==> config.mk <==
export PLATFORM = sky130hd
export DESIGN_NAME = cbus_rr_arbiter
export DESIGN_NICKNAME = d
export VERILOG_FILES = /design/src/rtl/cbus_rr_arbiter.sv
export SDC_FILE = /design/constraint.sdc
export NUM_CORES = 1
export LEC_CHECK = 0
export ABC_AREA = 0
export BUFFER_PORTS_ARGS = -buffer_cell sky130_fd_sc_hd__buf_2
export CORE_AREA = 2 2 125 127
export CTS_CLUSTER_SIZE = 28
export DETAILED_ROUTE_END_ITERATION = 16
export DIE_AREA = 0 0 127 129
export MAX_ROUTING_LAYER = met4
export SLEW_MARGIN = 15
export SYNTH_ARGS = -nofsm -noshare
export SYNTH_HDL_FRONTEND = slang
export SYNTH_SLANG_ARGS = --single-unit
export TNS_END_PERCENT = 100
==> constraint.sdc <==
create_clock -name clk -period 1.9 [get_ports clk]
set_input_delay 0.285 -clock clk [delete_from_list [all_inputs] [get_ports clk]]
set_output_delay 0.285 -clock clk [all_outputs]
set_load 0.03 [all_outputs]
==> src/rtl/cbus_rr_arbiter.sv <==
// N-to-1 CBus arbiter with zero-latency grant, fixed or round-robin policy,
// burst locking to a single owner and a sticky protocol-error flag.
module cbus_rr_arbiter #(
  parameter  int unsigned NUM_INPUTS  = 2,
  parameter  int unsigned ROUND_ROBIN = 1,
  parameter  int unsigned DATA_W      = 32,
  parameter  int unsigned REQ_W       = 72,
  localparam int unsigned IDX_W       = (NUM_INPUTS > 1) ? $clog2(NUM_INPUTS) : 1,
  localparam int unsigned RESP_W      = DATA_W + 2
) (
  input  logic                                clk,
  input  logic                                resetn,
  input  logic [NUM_INPUTS-1:0][REQ_W-1:0]    ireqs,
  output logic [NUM_INPUTS-1:0][RESP_W-1:0]   iresps,
  output logic [REQ_W-1:0]                    oreq,
  input  logic [RESP_W-1:0]                   oresp,
  output logic                                grant_valid,
  output logic [IDX_W-1:0]                    grant_index,
  output logic                                protocol_err
);

  // Request word: valid in the MSB. Response word: {ready, last, data}.
  localparam int unsigned REQ_VALID_BIT  = REQ_W - 1;
  localparam int unsigned RESP_READY_BIT = RESP_W - 1;
  localparam int unsigned RESP_LAST_BIT  = RESP_W - 2;
  localparam logic [IDX_W-1:0] LAST_IDX  = IDX_W'(NUM_INPUTS - 1);

  typedef enum logic {
    ST_IDLE,
    ST_BUSY
  } state_t;

  state_t                  r_state;
  state_t                  w_state_nxt;
  logic [IDX_W-1:0]        r_lock_idx;
  logic [IDX_W-1:0]        r_rr_ptr;
  logic                    r_protocol_err;

  logic [NUM_INPUTS-1:0]   w_valid;
  logic                    w_sel_valid;
  logic [IDX_W-1:0]        w_sel_idx;
  logic                    w_own_valid;
  logic [IDX_W-1:0]        w_own_idx;
  logic                    w_lock_valid;
  logic                    w_abort;
  logic                    w_resp_done;
  logic                    w_complete;
  logic [REQ_W-1:0]        w_own_req;

  always_comb begin
    for (int unsigned i = 0; i < NUM_INPUTS; i++) begin
      w_valid[i] = ireqs[i][REQ_VALID_BIT];
    end
  end

  assign w_resp_done = oresp[RESP_READY_BIT] & oresp[RESP_LAST_BIT];

  // Scan starts at rr_ptr in round-robin mode and at 0 in fixed mode; the
  // first valid requester found wins.
  always_comb begin
    int unsigned j;
    w_sel_valid = 1'b0;
    w_sel_idx   = '0;
    j           = 0;
    for (int unsigned k = 0; k < NUM_INPUTS; k++) begin
      if (ROUND_ROBIN != 0) begin
        j = 32'(r_rr_ptr) + k;
        if (j >= NUM_INPUTS) begin
          j = j - NUM_INPUTS;
        end
      end else begin
        j = k;
      end
      if (!w_sel_valid && w_valid[j]) begin
        w_sel_valid = 1'b1;
        w_sel_idx   = IDX_W'(j);
      end
    end
  end

  always_comb begin
    w_lock_valid = 1'b0;
    for (int unsigned i = 0; i < NUM_INPUTS; i++) begin
      if (IDX_W'(i) == r_lock_idx) begin
        w_lock_valid = w_valid[i];
      end
    end
  end

  always_comb begin
    w_state_nxt = r_state;
    w_own_valid = 1'b0;
    w_own_idx   = '0;
    w_abort     = 1'b0;
    case (r_state)
      ST_IDLE: begin
        if (w_sel_valid) begin
          w_own_valid = 1'b1;
          w_own_idx   = w_sel_idx;
          if (!w_resp_done) begin
            w_state_nxt = ST_BUSY;
          end
        end
      end
      ST_BUSY: begin
        // The owner keeps its response path during an abort; only the
        // downstream request is withdrawn.
        w_own_valid = 1'b1;
        w_own_idx   = r_lock_idx;
        if (!w_lock_valid) begin
          w_abort     = 1'b1;
          w_state_nxt = ST_IDLE;
        end else if (w_resp_done) begin
          w_state_nxt = ST_IDLE;
        end
      end
    endcase
  end

  assign w_complete = w_own_valid & ~w_abort & w_resp_done;

  always_comb begin
    w_own_req = '0;
    for (int unsigned i = 0; i < NUM_INPUTS; i++) begin
      if (IDX_W'(i) == w_own_idx) begin
        w_own_req = ireqs[i];
      end
    end
  end

  always_comb begin
    oreq = (w_own_valid && !w_abort) ? w_own_req : '0;
    for (int unsigned i = 0; i < NUM_INPUTS; i++) begin
      iresps[i] = (w_own_valid && (IDX_W'(i) == w_own_idx)) ? oresp : '0;
    end
  end

  assign grant_valid  = w_own_valid;
  assign grant_index  = w_own_valid ? w_own_idx : '0;
  assign protocol_err = r_protocol_err;

  always_ff @(posedge clk or negedge resetn) begin
    if (!resetn) begin
      r_state        <= ST_IDLE;
      r_lock_idx     <= '0;
      r_protocol_err <= 1'b0;
    end else begin
      r_state <= w_state_nxt;
      if ((r_state == ST_IDLE) && w_sel_valid && !w_resp_done) begin
        r_lock_idx <= w_sel_idx;
      end
      if (w_abort) begin
        r_protocol_err <= 1'b1;
      end
    end
  end

  // Pointer advances past the owner only on a real completion.
  always_ff @(posedge clk or negedge resetn) begin
    if (!resetn) begin
      r_rr_ptr <= '0;
    end else if ((ROUND_ROBIN != 0) && w_complete) begin
      if (w_own_idx == LAST_IDX) begin
        r_rr_ptr <= '0;
      end else begin
        r_rr_ptr <= w_own_idx + IDX_W'(1);
      end
    end
  end

endmodule
# Word-level counts from Yosys, hierarchy flattened
# Index checks and enable logic that the tools add are counted.
[word_totals] ff_bits=4 out_inout_bits=143 inputBits=180 wordCells=54
[classes] add_sub_neg=4 n_lt_le_gt_ge=4 n_reduce_logical=9 muxes=27 n_bitwise=6
[op_table] operator="$mux 72" n=2
[op_table] operator="$mux 34" n=2
[op_table] operator="$lt 32x2->1 const B" n=2
[op_table] operator="$mux 32" n=2
[op_table] operator="$mux 1" n=18
[op_table] operator="$logic_and 1x1->1" n=6
[op_table] operator="$pmux 1 s2" n=3
[op_table] operator="$and 1x1->1" n=3
[op_table] operator="$logic_not 1->1" n=3
[op_table] operator="$not 1->1" n=3
[op_table] operator="$sub 1x2->3 const B" n=1
[op_table] operator="$sub 2x2->3 const B" n=1
[op_table] operator="$add 1x1->2 const B" n=1
[op_table] operator="$ge 1x2->1 const B" n=1
[op_table] operator="$ge 2x2->1 const B" n=1
[op_table] operator="$add 1x1->1 const B" n=1

# Longest topological paths before layout
[logic_depth] word_depth=13 mapped_depth=7 ltp_nobuf=5

# Least setup slack after synthesis
# OpenSTA, ideal clock, no wires.
[synth_timing] path_type="reg2out" start="register r_rr_ptr" end="output oreq[31]" setup_slack_ns=-0.087 path_buffers=1 arrival_time_ns=1.702 stages_incl_launch_ff=6 path_cell_list="dfrtp_1 -> nand2b_1 -> a22oi_2 -> clkbuf_1 -> nand2_1 -> a21oi_1"
[synth_between] elab_chain_len=12
[synth_rtl] item="start, declared" line_no="36" text="logic [IDX_W-1:0] r_rr_ptr;"
[synth_rtl] item="start signal, assigned" line_no="166" text="r_rr_ptr <= w_own_idx + IDX_W'(1);"
[synth_rtl] item="$sub 1x2->3 or $ge 1x2->1 (tied branches)" line_no="69, 68"
[synth_rtl] item="$mux 32" line_no="68" text="if (j >= NUM_INPUTS) begin"
[synth_rtl] item="$mux 1 (not written as such) (2 in a row)" line_no="74" text="if (!w_sel_valid && w_valid[j]) begin"
[synth_rtl] item="$mux 1" line_no="74"
[synth_rtl] item="$logic_not 1->1" line_no="74"
[synth_rtl] item="$logic_and 1x1->1" line_no="74"
[synth_rtl] item="$mux 1" line_no="74"
[synth_rtl] item="$mux 1" line_no="97" text="if (w_sel_valid) begin"
[synth_rtl] item="$pmux 1 s2" line_no="95" text="case (r_state)"
[synth_rtl] item="$mux 72 or $logic_and 1x1->1 (tied branches)" line_no="125, 132"
[synth_rtl] item="$mux 72 (*)" line_no="132" text="oreq = (w_own_valid && !w_abort) ? w_own_req : '0;"
[synth_rtl] item="end, declared" line_no="15" text="output logic [REQ_W-1:0] oreq,"
# Mark *: on every way between the ends. The rest lies on a longest branch, timed or not. The select of a mux whose other input is x is not followed.

# Worst setup path in the final report
[layout_timing] start="register r_rr_ptr" end="output oreq[18]"
# Same word-level chain as after synthesis.

==> impl_metrics.csv <==
group,metric,value,unit
sta,slew_viol_final,0,
sta,rsz0062_at_grt,"true",
place,gp_congestion,0.728,
cells_and_area,ff_latch_area,100,sq um
sta,min_period,2.03,ns
place,portBuffers,322,
synth,yosysMostFrequentCell,"nand2_1",
synth,synth_fa_ha_area_frac,0,
detailed_routing,vias,3587,
cells_and_area,drive_gt1_frac,0.755,
setup_path,end_kind,"primary output",
synth,synth-xor-area-share,0,
run,cap_violations,0,
sta,timing_hold_violations_final,0,
floorplan,boundaryPins,323,
detailed_routing,wire_per_inst,15.4,um
power,p_per_area,1090,nW/um^2
synth,synth_edf_count,0,
sta,clock.fmax,0.492,GHz
sta,layout_setup_ws,-0.133,ns
floorplan,initial_utilization,0.113,
cells_and_area,post-route-util,0.349,
power,vdd_drop_max,0.000510,V
clocking,h-tree-depth,1,
synth,synth_area_leaders,"nand2_1 (32%), and2_1 (25%), a21oi_1 (22%), dfrtp_1 (5.9%), clkbuf_1 (3.6%)",
synth,synth_flop_cell,"dfrtp_1",
synth,synth_top_cell_by_area,"nand2_1",
detailed_routing,drt-vias-per-instance,4.20,
clocking,clock_sinks,4,
detailed_routing,wl,13.2,mm
synth,synth_simple_gate_area_frac,0.605,
sta,worst_pin_slew,0.260,ns
setup_path,crit_path_start_kind,"register",
detailed_routing,dr.pass1.iters,4,
synth,synth_mux_area_frac,0.00593,
detailed_routing,first_iter_violations,148,
hold_path,hp-class,"in -> async",
setup_path,required,1.62,ns
sta,final.period_utilization,1.07,
detailed_routing,drc_errors,0,
synth,synth_area,1690,sq um
setup_path,timing_worst_setup_path_type,"reg -> out",
synth,syn_inst,338,
cells_and_area,final_cell_area,5230,sq um
place,hpwl,8.61,mm
sta,slew_headroom,0.826,
floorplan,placement_rows,45,
global_route,grt_first_pass_wirelength,17.1,mm
clocking,cts_buffer_depth,2,
status,violations,"negative setup slack",
setup_path,crit_arrival,1.75,ns
global_route,grt_pass1_vias,3372,
global_route,grtUsageTotal,0.133,
cells_and_area,area_growth,210,%
global_route,grt_max_degree,36,
cells_and_area,multi_input_area,1990,sq um
clocking,ctsRootBufferMaster,"clkbuf_16",
synth,yosys.area.top_type_share,0.325,
clocking,cts.clk_slew.worst_paths,0.03,ns
setup_path,critPathMaxFanout,11,
synth,avgSynthCellArea,4.99,sq um
floorplan,core_area,15000,sq um
synth,syn-num-nets,518,
floorplan,die_h,129,um
status,status,"finished, violations left",
clocking,cts_tree,"yes",
clocking,clock_latency,0.23,ns
cells_and_area,nNetsFinal,848,
clocking,cts_made_buffers,3,
synth,yosys_warnings,0,
synth,synth_common_cells,"nand2_1 (146), a21oi_1 (73), and2_1 (68), clkbuf_1 (16), buf_2 (7)",
place,place_area,3810,sq um
global_route,grt_antenna_before_repair,1,
sta,fin_skew,0.00340,ns
global_route,grt_overflow,0,
synth,synth_top_family_by_area,"simple AND/OR/NAND/NOR gates",
cells_and_area,fillers,1541,
sta,setup_viol,124,
detailed_routing,ant_nets,0,
synth,synth_compound_area_frac,0.244,
synth,synthArstFlopShare,1.00,
floorplan,dieArea,16400,sq um
floorplan,die_w,127,um
synth,ys_seq_area_frac,0.0593,
synth,yosysUniqueCellTypes,20,
synth,ys_ff_latch,4,
power,p_leak,2.66,nW
## logic make-up (layout without fill, tap and decap cells)
kind of cell,Yosys count,after routing
buffers and inverters,31,359
other,0,1
and+or+nand+nor,222,222
DFF,4,4
muxes,1,1
AOI/OAI and AO/OA,80,80
## routing by layer
layer | part of all wire | track usage
met4 | 0.0090 | 0.0181
met1 | 0.40 | 0.158
met2 | 0.52 | 0.245
met5 | 0 | -
met3 | 0.073 | 0.0170
## power breakdown
group | total (mW) | internal [mW] | switching, mW
combinational | 5.23 | 2.26 | 2.98
sequential | 0.125 | 0.107 | 0.0182
clock | 0.333 | 0.269 | 0.0635
## metrics by stage
step	setup WS (ns)	hold slack (ns)	cells	setup TNS, ns	power [mW]
after CTS	-0.137	0.394	844	-10.27	4.98
after global routing	-0.216	0.420	855	-19.98	5.99
after detailed placement	-0.0826	0.0945	833	-1.57	3.80
final	-0.133	0.397	855	-8.70	5.69
after floorplan	-0.00226	-0.0106	338	-0.0272	2.65
after global placement	-0.0342	0.0919	833	-0.545	3.78
## path summary, 6_finish.rpt
check                      slack [ns]  cells past startpoint           end    startpoint
setup / recovery                -0.13                      8      oreq[18]      r_rr_ptr
hold / removal                   0.40                      2  protocol_err        resetn
setup reg to reg                 0.52                      6       r_state    r_lock_idx
hold reg to reg                  0.47                      1  protocol_err  protocol_err
max in group asynchronous        1.38                      2       r_state        resetn
min in group clk                 0.41                      4    r_lock_idx     ireqs[71]
## cell usage in the layout (no fill, tap or decap), types with 3 or more instances in the layout
cell type and n:
a21oi_1 8, a21oi_2 60, a21oi_4 5, and2_1 45
and2_4 23, buf_12 6, buf_16 6, buf_2 217
buf_4 16, buf_6 99, clkbuf_16 9, dfrtp_1 4
nand2_1 93, nand2_2 43, nand2_4 10, o21ai_0 3
## critical path, stage by stage (launching register included)
cell	delay (ns)
dfrtp_1	0.37
nand2b_4	0.15
a22oi_2	0.19
buf_6	0.17
buf_12	0.12
clkbuf_16	0.16
nand2_1	0.07
a21oi_2	0.15
buf_6	0.15
## cell type report
class,instances,share of cell area
timing repair buffer,353,0.534
clock buffer,3,0.0144
antenna,1,0.000479
sequential,4,0.0192
multi-input combinational,303,0.380
tap,188,0.0450
inverter,3,0.00718
## state kept, by name (all words and copies together), names as in the netlist
name / flops
protocol_err: 1
r_lock_idx: 1
r_rr_ptr: 1
r_state: 1
## timing repair
item                                    in CTS  in global routing
resized for setup                          186                135
pin swaps                                    8                 21
endpoints found under the setup margin     106                107
endpoints found under the hold margin        4                  0
setup buffers                                3                  4
cloned                                       4                  6
hold buffers                                 1                  0
No activity file was read; power rests on OpenSTA's default activity.
